$ cat src/rtl/grid_cell_arbiter.sv
// grid_cell_arbiter
// Holds the colour of every cell of the 4x4 board. Game logic (A) and user
// input (B) share one write port under round-robin arbitration. A fill
// sweep can paint every cell with one colour, and the VGA renderer reads
// cells through a registered, read-before-write port.
module grid_cell_arbiter #(
    parameter int              CELLS     = 16,
    parameter int              AW        = 4,
    parameter int              DW        = 3,
    parameter logic [DW-1:0]   RST_COLOR = 3'b000
) (
    input  logic          clk,
    input  logic          rst,

    input  logic [AW-1:0] posicion,
    output logic [DW-1:0] dirColor,

    input  logic          a_req,
    input  logic [AW-1:0] a_addr,
    input  logic [DW-1:0] a_data,
    output logic          a_ack,

    input  logic          b_req,
    input  logic [AW-1:0] b_addr,
    input  logic [DW-1:0] b_data,
    output logic          b_ack,

    input  logic          fill_start,
    input  logic [DW-1:0] fill_color,
    output logic          busy,
    output logic          fill_done
);

    localparam logic [0:0]    ST_IDLE  = 1'b0;
    localparam logic [0:0]    ST_FILL  = 1'b1;
    localparam logic [AW-1:0] CNT_LAST = AW'(CELLS - 1);

    logic [0:0]    state;
    logic [AW-1:0] cnt;
    logic [DW-1:0] fill_col;
    // High when B received the most recent grant; A then wins the next tie.
    logic          last_b;

    logic          grant_a;
    logic          grant_b;
    logic          wr_en;
    logic [AW-1:0] wr_addr;
    logic [DW-1:0] wr_data;

    logic [DW-1:0] cells [CELLS];

    // Arbitration and write-port selection. A fill_start cycle in IDLE
    // grants nobody, so pending requests simply wait out the sweep.
    always_comb begin
        grant_a = 1'b0;
        grant_b = 1'b0;
        wr_en   = 1'b0;
        wr_addr = '0;
        wr_data = '0;
        if (state == ST_FILL) begin
            wr_en   = 1'b1;
            wr_addr = cnt;
            wr_data = fill_col;
        end else if (!fill_start) begin
            if (a_req && (!b_req || last_b)) begin
                grant_a = 1'b1;
            end else if (b_req) begin
                grant_b = 1'b1;
            end
            if (grant_a) begin
                wr_en   = 1'b1;
                wr_addr = a_addr;
                wr_data = a_data;
            end else if (grant_b) begin
                wr_en   = 1'b1;
                wr_addr = b_addr;
                wr_data = b_data;
            end
        end
    end

    assign a_ack = grant_a;
    assign b_ack = grant_b;
    assign busy  = (state == ST_FILL);

    // Control: IDLE/FILL sequencing, sweep counter, round-robin history and
    // the single-cycle fill_done pulse raised by the final sweep write.
    always_ff @(posedge clk or posedge rst) begin
        if (rst) begin
            state     <= ST_IDLE;
            cnt       <= '0;
            fill_col  <= RST_COLOR;
            last_b    <= 1'b1;
            fill_done <= 1'b0;
        end else begin
            fill_done <= 1'b0;
            case (state)
                ST_IDLE: begin
                    if (fill_start) begin
                        state    <= ST_FILL;
                        cnt      <= '0;
                        fill_col <= fill_color;
                    end else if (grant_a) begin
                        last_b <= 1'b0;
                    end else if (grant_b) begin
                        last_b <= 1'b1;
                    end
                end
                ST_FILL: begin
                    // fill_start is deliberately not looked at here, so a
                    // running sweep cannot be restarted.
                    cnt <= cnt + 1'b1;
                    if (cnt == CNT_LAST) begin
                        state     <= ST_IDLE;
                        cnt       <= '0;
                        fill_done <= 1'b1;
                    end
                end
                default: begin
                    state <= ST_IDLE;
                    cnt   <= '0;
                end
            endcase
        end
    end

    // Cell storage: one write per cycle from whichever source owns the port.
    always_ff @(posedge clk or posedge rst) begin
        if (rst) begin
            for (int i = 0; i < CELLS; i++) begin
                cells[i] <= RST_COLOR;
            end
        end else if (wr_en) begin
            cells[wr_addr] <= wr_data;
        end
    end

    // Registered read port; sampling the array at the same edge as a write
    // returns the pre-write colour.
    always_ff @(posedge clk or posedge rst) begin
        if (rst) begin
            dirColor <= RST_COLOR;
        end else begin
            dirColor <= cells[posicion];
        end
    end

endmodule

$ cat config.mk
export PLATFORM = sky130hd
export DESIGN_NAME = grid_cell_arbiter
export DESIGN_NICKNAME = d
export VERILOG_FILES = /design/src/rtl/grid_cell_arbiter.sv
export SDC_FILE = /design/constraint.sdc
export NUM_CORES = 1
export LEC_CHECK = 0
export CAP_MARGIN = 5
export CORE_UTILIZATION = 55
export CTS_CLUSTER_DIAMETER = 80
export DETAILED_ROUTE_END_ITERATION = 6
export PLACE_DENSITY = 0.78
export SYNTH_ARGS = -nofsm -noshare
export SYNTH_HDL_FRONTEND = slang
export SYNTH_SLANG_ARGS = --single-unit
$ cat constraint.sdc
create_clock -name clk -period 2.61 [get_ports clk]
set_clock_uncertainty 0.15 [all_clocks]
set_input_delay 0.6525 -clock clk [delete_from_list [all_inputs] [get_ports clk]]
set_output_delay 0.6525 -clock clk [all_outputs]
set_load 0.005 [all_outputs]
Word-level counts from Yosys, hierarchy flattened
Index checks and enable logic that the tools add are counted.
{"block": "totals", "mem_bits_ro": 0, "inputBits": 26, "elab_cells": 78, "latchBits": 0, "mem_count": 0, "ramBits": 0, "out_inout_bits": 7, "regBits": 61}
{"block": "op_classes", "add_sub_neg": 1, "eq_ne": 2, "n_bitwise": 4, "reduce_logical": 7, "mux": 39, "n_div": 0, "mul": 0, "magnitude_cmp": 3, "n_shift": 0}
{"operator": "$bwmux W48", "n": 1}
{"operator": "$mux W4", "n": 6}
{"operator": "$mux W1", "n": 21}
{"operator": "$mux W3", "n": 7}
{"operator": "$bmux W3 S4", "n": 1}
{"operator": "$demux W3 S4", "n": 1}
{"operator": "$ge A5 B5 Y1 const B", "n": 2}
{"operator": "$not A4 Y5", "n": 2}
{"operator": "$pmux W4 S2", "n": 1}
{"operator": "$lt A5 B1 Y1 const B", "n": 1}
{"operator": "$add A4 B1 Y4 const B", "n": 1}
{"operator": "$eq A4 B4 Y1 const B", "n": 1}
{"operator": "$reduce_and A3 Y1", "n": 1}
{"operator": "$logic_and A1 B1 Y1", "n": 2}
{"operator": "$ne A2 B2 Y1 const B", "n": 1}
{"operator": "$not A1 Y1", "n": 2}
{"operator": "$pmux W1 S2", "n": 1}
{"operator": "$reduce_and A2 Y1", "n": 1}
{"operator": "$reduce_bool A2 Y1", "n": 1}
{"operator": "$logic_not A1 Y1", "n": 1}
{"operator": "$logic_or A1 B1 Y1", "n": 1}

Depth between registers and ports, before layout
{"block": "depth", "ltp_word": 16, "depth_mapped": 7}

Worst setup path after synthesis
Ideal clock, no wire load.
{"block": "synth_path", "kind": "input -> register", "startpoint": "input port b_req", "endpoint": "register cells[15] (netlist name)", "t_arrival_ps": 2169, "setup_slack_ps": 166, "setup_ps": 125, "cell_stages": 6, "path_cell_list": "nand2b_1 and3_1 buf_6 a221o_1 or3_4 mux2_4"}
{"block": "synth_between", "elab_chain_len": 16, "elab_cells_between_ends": 29}
{"item": "start: declaration", "line_no": "23", "text": "input logic b_req,"}
{"item": "$logic_not A1 Y1", "line_no": "65", "text": "if (a_req && (!b_req || last_b)) begin"}
{"item": "$logic_or A1 B1 Y1", "line_no": "65"}
{"item": "$logic_and A1 B1 Y1", "line_no": "65"}
{"item": "$mux W1", "line_no": "65"}
{"item": "$mux W1", "line_no": "64", "text": "end else if (!fill_start) begin"}
{"item": "$mux W1", "line_no": "60", "text": "if (state == ST_FILL) begin"}
{"item": "$mux W4", "line_no": "74", "text": "end else if (grant_b) begin"}
{"item": "$mux W4", "line_no": "70", "text": "if (grant_a) begin"}
{"item": "$mux W4", "line_no": "64"}
{"item": "$mux W4", "line_no": "60"}
{"item": "$not A4 Y5 (not written as such)", "line_no": "134", "text": "cells[wr_addr] <= wr_data;"}
{"item": "$ge A5 B5 Y1 (not written as such) / $lt A5 B1 Y1 (equally long branches)", "line_no": "134"}
{"item": "$logic_and A1 B1 Y1 (not written as such)", "line_no": "134"}
{"item": "$mux W3 (not written as such)", "line_no": "134"}
{"item": "$demux W3 S4", "line_no": "134"}
{"item": "$bwmux W48", "line_no": "134"}
{"item": "end signal: indexed assignment", "line_no": "134"}
{"item": "end: declaration", "line_no": "50", "text": "logic [DW-1:0] cells [CELLS];"}
Parallel ways exist; a longest one is shown, timed or not. The select of a mux whose other input is x is not followed.
A chain may end at the register's enable or synchronous reset.

Worst setup path in the final report
{"block": "layout_path", "startpoint": "input port b_addr[0]", "endpoint": "register cells[17] (netlist name)"}
{"block": "layout_between", "elab_chain_len": 10, "elab_cells_between_ends": 11}
{"item": "start: declaration", "line_no": "24", "text": "input logic [AW-1:0] b_addr,"}
{"item": "$mux W4 *", "line_no": "74"}
{"item": "$mux W4 *", "line_no": "70"}
{"item": "$mux W4 *", "line_no": "64"}
{"item": "$mux W4 *", "line_no": "60"}
{"item": "$not A4 Y5 (not written as such) *", "line_no": "134"}
{"item": "$ge A5 B5 Y1 (not written as such) / $lt A5 B1 Y1 (equally long branches)", "line_no": "134"}
{"item": "$logic_and A1 B1 Y1 (not written as such)", "line_no": "134"}
{"item": "$mux W3 (not written as such)", "line_no": "134"}
{"item": "$demux W3 S4 *", "line_no": "134"}
{"item": "$bwmux W48 *", "line_no": "134"}
Every way passes the cells marked *; elsewhere a longest branch is shown, timed or not.

==> out/metrics.csv <==
stage,metric,value,unit
status,status,finished clean,
yosys,ys_top_cells_by_area,"dfrtp_1 51%, mux2_2 18%, mux4_2 11%",
sta,relSlewSlack,67.52,%
final_layout,final_common_cell,dfrtp_1,
detailed_routing,wl_per_cell,19.15,um
die,initial_core_util,57.30,%
detailed_routing,drt_pass1_iterations,4,
flow_run,maxCapViolations,0,
yosys,yosysWarnings,0,
clock_tree,numCtsBuffers,9,
setup_path,end_kind,flop,
clock_tree,cts.path.max_buffers,2,
detailed_routing,vias,2047,
clock_tree,cts_tree,done,
detailed_routing,drcViolationCount,0,
min_path,min_from,cells[26]$_DFFE_PP0P_,
clock_tree,root_buffer,clkbuf_8,
sta,setup_viol,0,
setup_path,start_kind,input pin,
yosys,synth_area_leader_cell,dfrtp_1,
global_routing,grt_first_pass_wirelength,10920,um
final_layout,antenna_cells,0,
setup_path,cpMaxStageDelayCell,or3_4,
global_routing,grtUsageTotal,27.39,%
global_routing,grt_max_degree,25,
yosys,ys_ff_latch,61,
die,die_area,5652,um^2
detailed_routing,vias_per_cell,5.865,
power_and_ir_drop,power-per-cell-area,1157,nW/um^2
yosys,syn_inst,206,
setup_path,cp_max_fo,4,
setup_path,critical_path_class,in -> reg,
min_path,min_path_type,reg -> reg,
sta,layout_worst_path_cycle_share,93.31,%
setup_path,path_cells,"clkdlybuf4s50_1, and2_1, a32oi_4, o211ai_1, or3_4, mux2_4",
setup_path,critPathRequiredTime,2.68,ns
setup_path,critPathMaxStageDelay,0.47,ns
global_routing,antenna_found_initial,0,
sta,fmax,410.6,MHz
clock_tree,path_clk_slew,0.06,ns
yosys,synth_top_area_share,50.98,%
power_and_ir_drop,max-vdd-ir-drop,0.6680,mV
clock_tree,insertion_delay,0.34,ns
detailed_routing,antenna_left,0,
setup_path,crit_arrival,2.51,ns
placed_design,portBuffers,32,
die,core,5140,um^2
yosys,synth_nets,233,
final_layout,nets,301,
sta,rsz0062_at_grt,false,
die,rows,26,
die,io_pins,33,
setup_path,timing.rr.start,last_b$_DFFE_PP1P_,
sta,final_hold_viol_count,0,
placed_design,placed_area,3591,um^2
die,die_x,75.18,um
yosys,seq_area_frac_synth,51.87,%
die,die_height,75.18,um
placed_design,gp_congestion,0.8313,
yosys,synth.avg_cell_area,14.30,um^2
final_layout,syn_to_final_growth,33.01,%
yosys,netlist_area,2945,um^2
setup_path,critPathLaunch,b_addr[0],
clock_tree,h-tree-depth,3,
final_layout,final_area,3918,um^2
global_routing,grt_pass1_vias,2188,
detailed_routing,drt_iter0_drc,68,
sta,final_max_slew_viol_count,0,
placed_design,dp_hpwl,4769,um
final_layout,layout-drive-gt1-share,47.67,%
sta,whs,0.3504,ns
final_layout,final_cell_mix,"60 x dfrtp_1, 48 x mux2_2, 29 x buf_4",
yosys,synth.distinct_cells,36,
sta,worstMarginPinSlew,0.4865,ns
detailed_routing,wirelength,6684,um
sta,post-route-min-period,2.435,ns
clock_tree,cts_num_sinks,61,
global_routing,grt-ovfl-total,0,
clock_tree,cts_hold_buffers,0,
power_and_ir_drop,leakagePower,1.741,nW
## power breakdown
part           switching, mW  internal [mW]
clock network          0.352          0.587
registers              0.254           1.39
logic                  0.827           1.12
## synth_stat cells (all sizes together)
cell type / count
and4: 1
a211oi: 1
xor2: 1
inv: 2
and3: 3
a221o: 2
nand2: 8
nand3: 9
a41o: 1
a22oi: 3
nor3: 2
ha: 1
a221oi: 3
o211ai: 1
o21ai: 3
dfstp: 1
clkbuf: 5
a32oi: 1
a22o: 3
buf: 4
mux4: 15
a21oi: 2
a31oi: 2
nor2: 4
nand4: 5
dfrtp: 60
and2: 5
or3: 2
nand2b: 2
a2bb2oi: 1
mux2: 51
nor2b: 2
## layer usage
metal  part of all wire (%)  GRT usage (%)  up-vias
met5                      0              0        -
met4                    1.2          9.259        0
met3                    3.3          6.024       10
met2                     52          47.55       45
met1                     43          34.20     1049
li1                       -              -      943
## kinds of logic after synthesis
group | Yosys count | synth area share [%]
mux | 66 | 31.35
flops | 61 | 51.87
simple gates | 43 | 7.901
compound gates | 23 | 6.372
buf+inv | 11 | 1.784
xor+xnor | 1 | 0.2974
fa+ha+maj | 1 | 0.4247
## area by class of cell
type | instances | area [um^2]
clock buffer | 12 | 155.1
inverter | 2 | 7.507
multi-input combinational | 134 | 1443
tap | 70 | 87.58
clock inverter | 4 | 70.07
sequential | 61 | 1528
fill | 346 | 1222
timing repair buffer | 66 | 626.9
## state kept, by name, indices dropped and copies added (netlist names)
register and count:
cells 48, fill_done 1, dirColor 3, fill_col 3, cnt 4, busy 1
last_b 1
## through the flow
step | instances | util [%] | TNS, ns | worst slack, ns | power, mW
2_1_floorplan | 206 | - | 0 | 0.1662 | 2.779
3_3_place_gp | 330 | 69.86 | -12.42 | -0.3652 | 3.395
3_5_place_dp | 330 | 69.86 | -14.51 | -0.3426 | 3.481
4_1_cts | 349 | 75.44 | -0.1750 | -0.02489 | 4.506
5_1_grt | 349 | 76.22 | 0 | 0.1259 | 4.797
6_report | 349 | 76.22 | 0 | 0.1747 | 4.531
## repair_timing
| item | CTS | global route |
|---|---|---|
| pin swaps | 6 | 3 |
| setup endpoints to repair | 4 | 49 |
| setup buffers | 3 | 0 |
| gates resized for setup | 16 | 6 |
## worst paths after layout
path,endpoint,slack [ns],cells after the start
hold / removal,cells[26]$_DFFE_PP0P_,0.35,1
min in group asynchronous,cells[41]$_DFFE_PP0P_,0.51,2
max in group asynchronous,cells[24]$_DFFE_PP0P_,1.30,3
setup reg to reg,cells[24]$_DFFE_PP0P_,0.25,7
hold reg to reg,cells[26]$_DFFE_PP0P_,0.35,1
setup / recovery,cells[17]$_DFFE_PP0P_,0.17,6
## worst max-delay path: cells and delay by family
family	cells	cell delay, ns
muxes	1	0.30
buffers and inverters	1	0.39
and+or+nand+nor	2	0.64
AOI/OAI and AO/OA	2	0.52
Power figures use the tool's default switching activity.
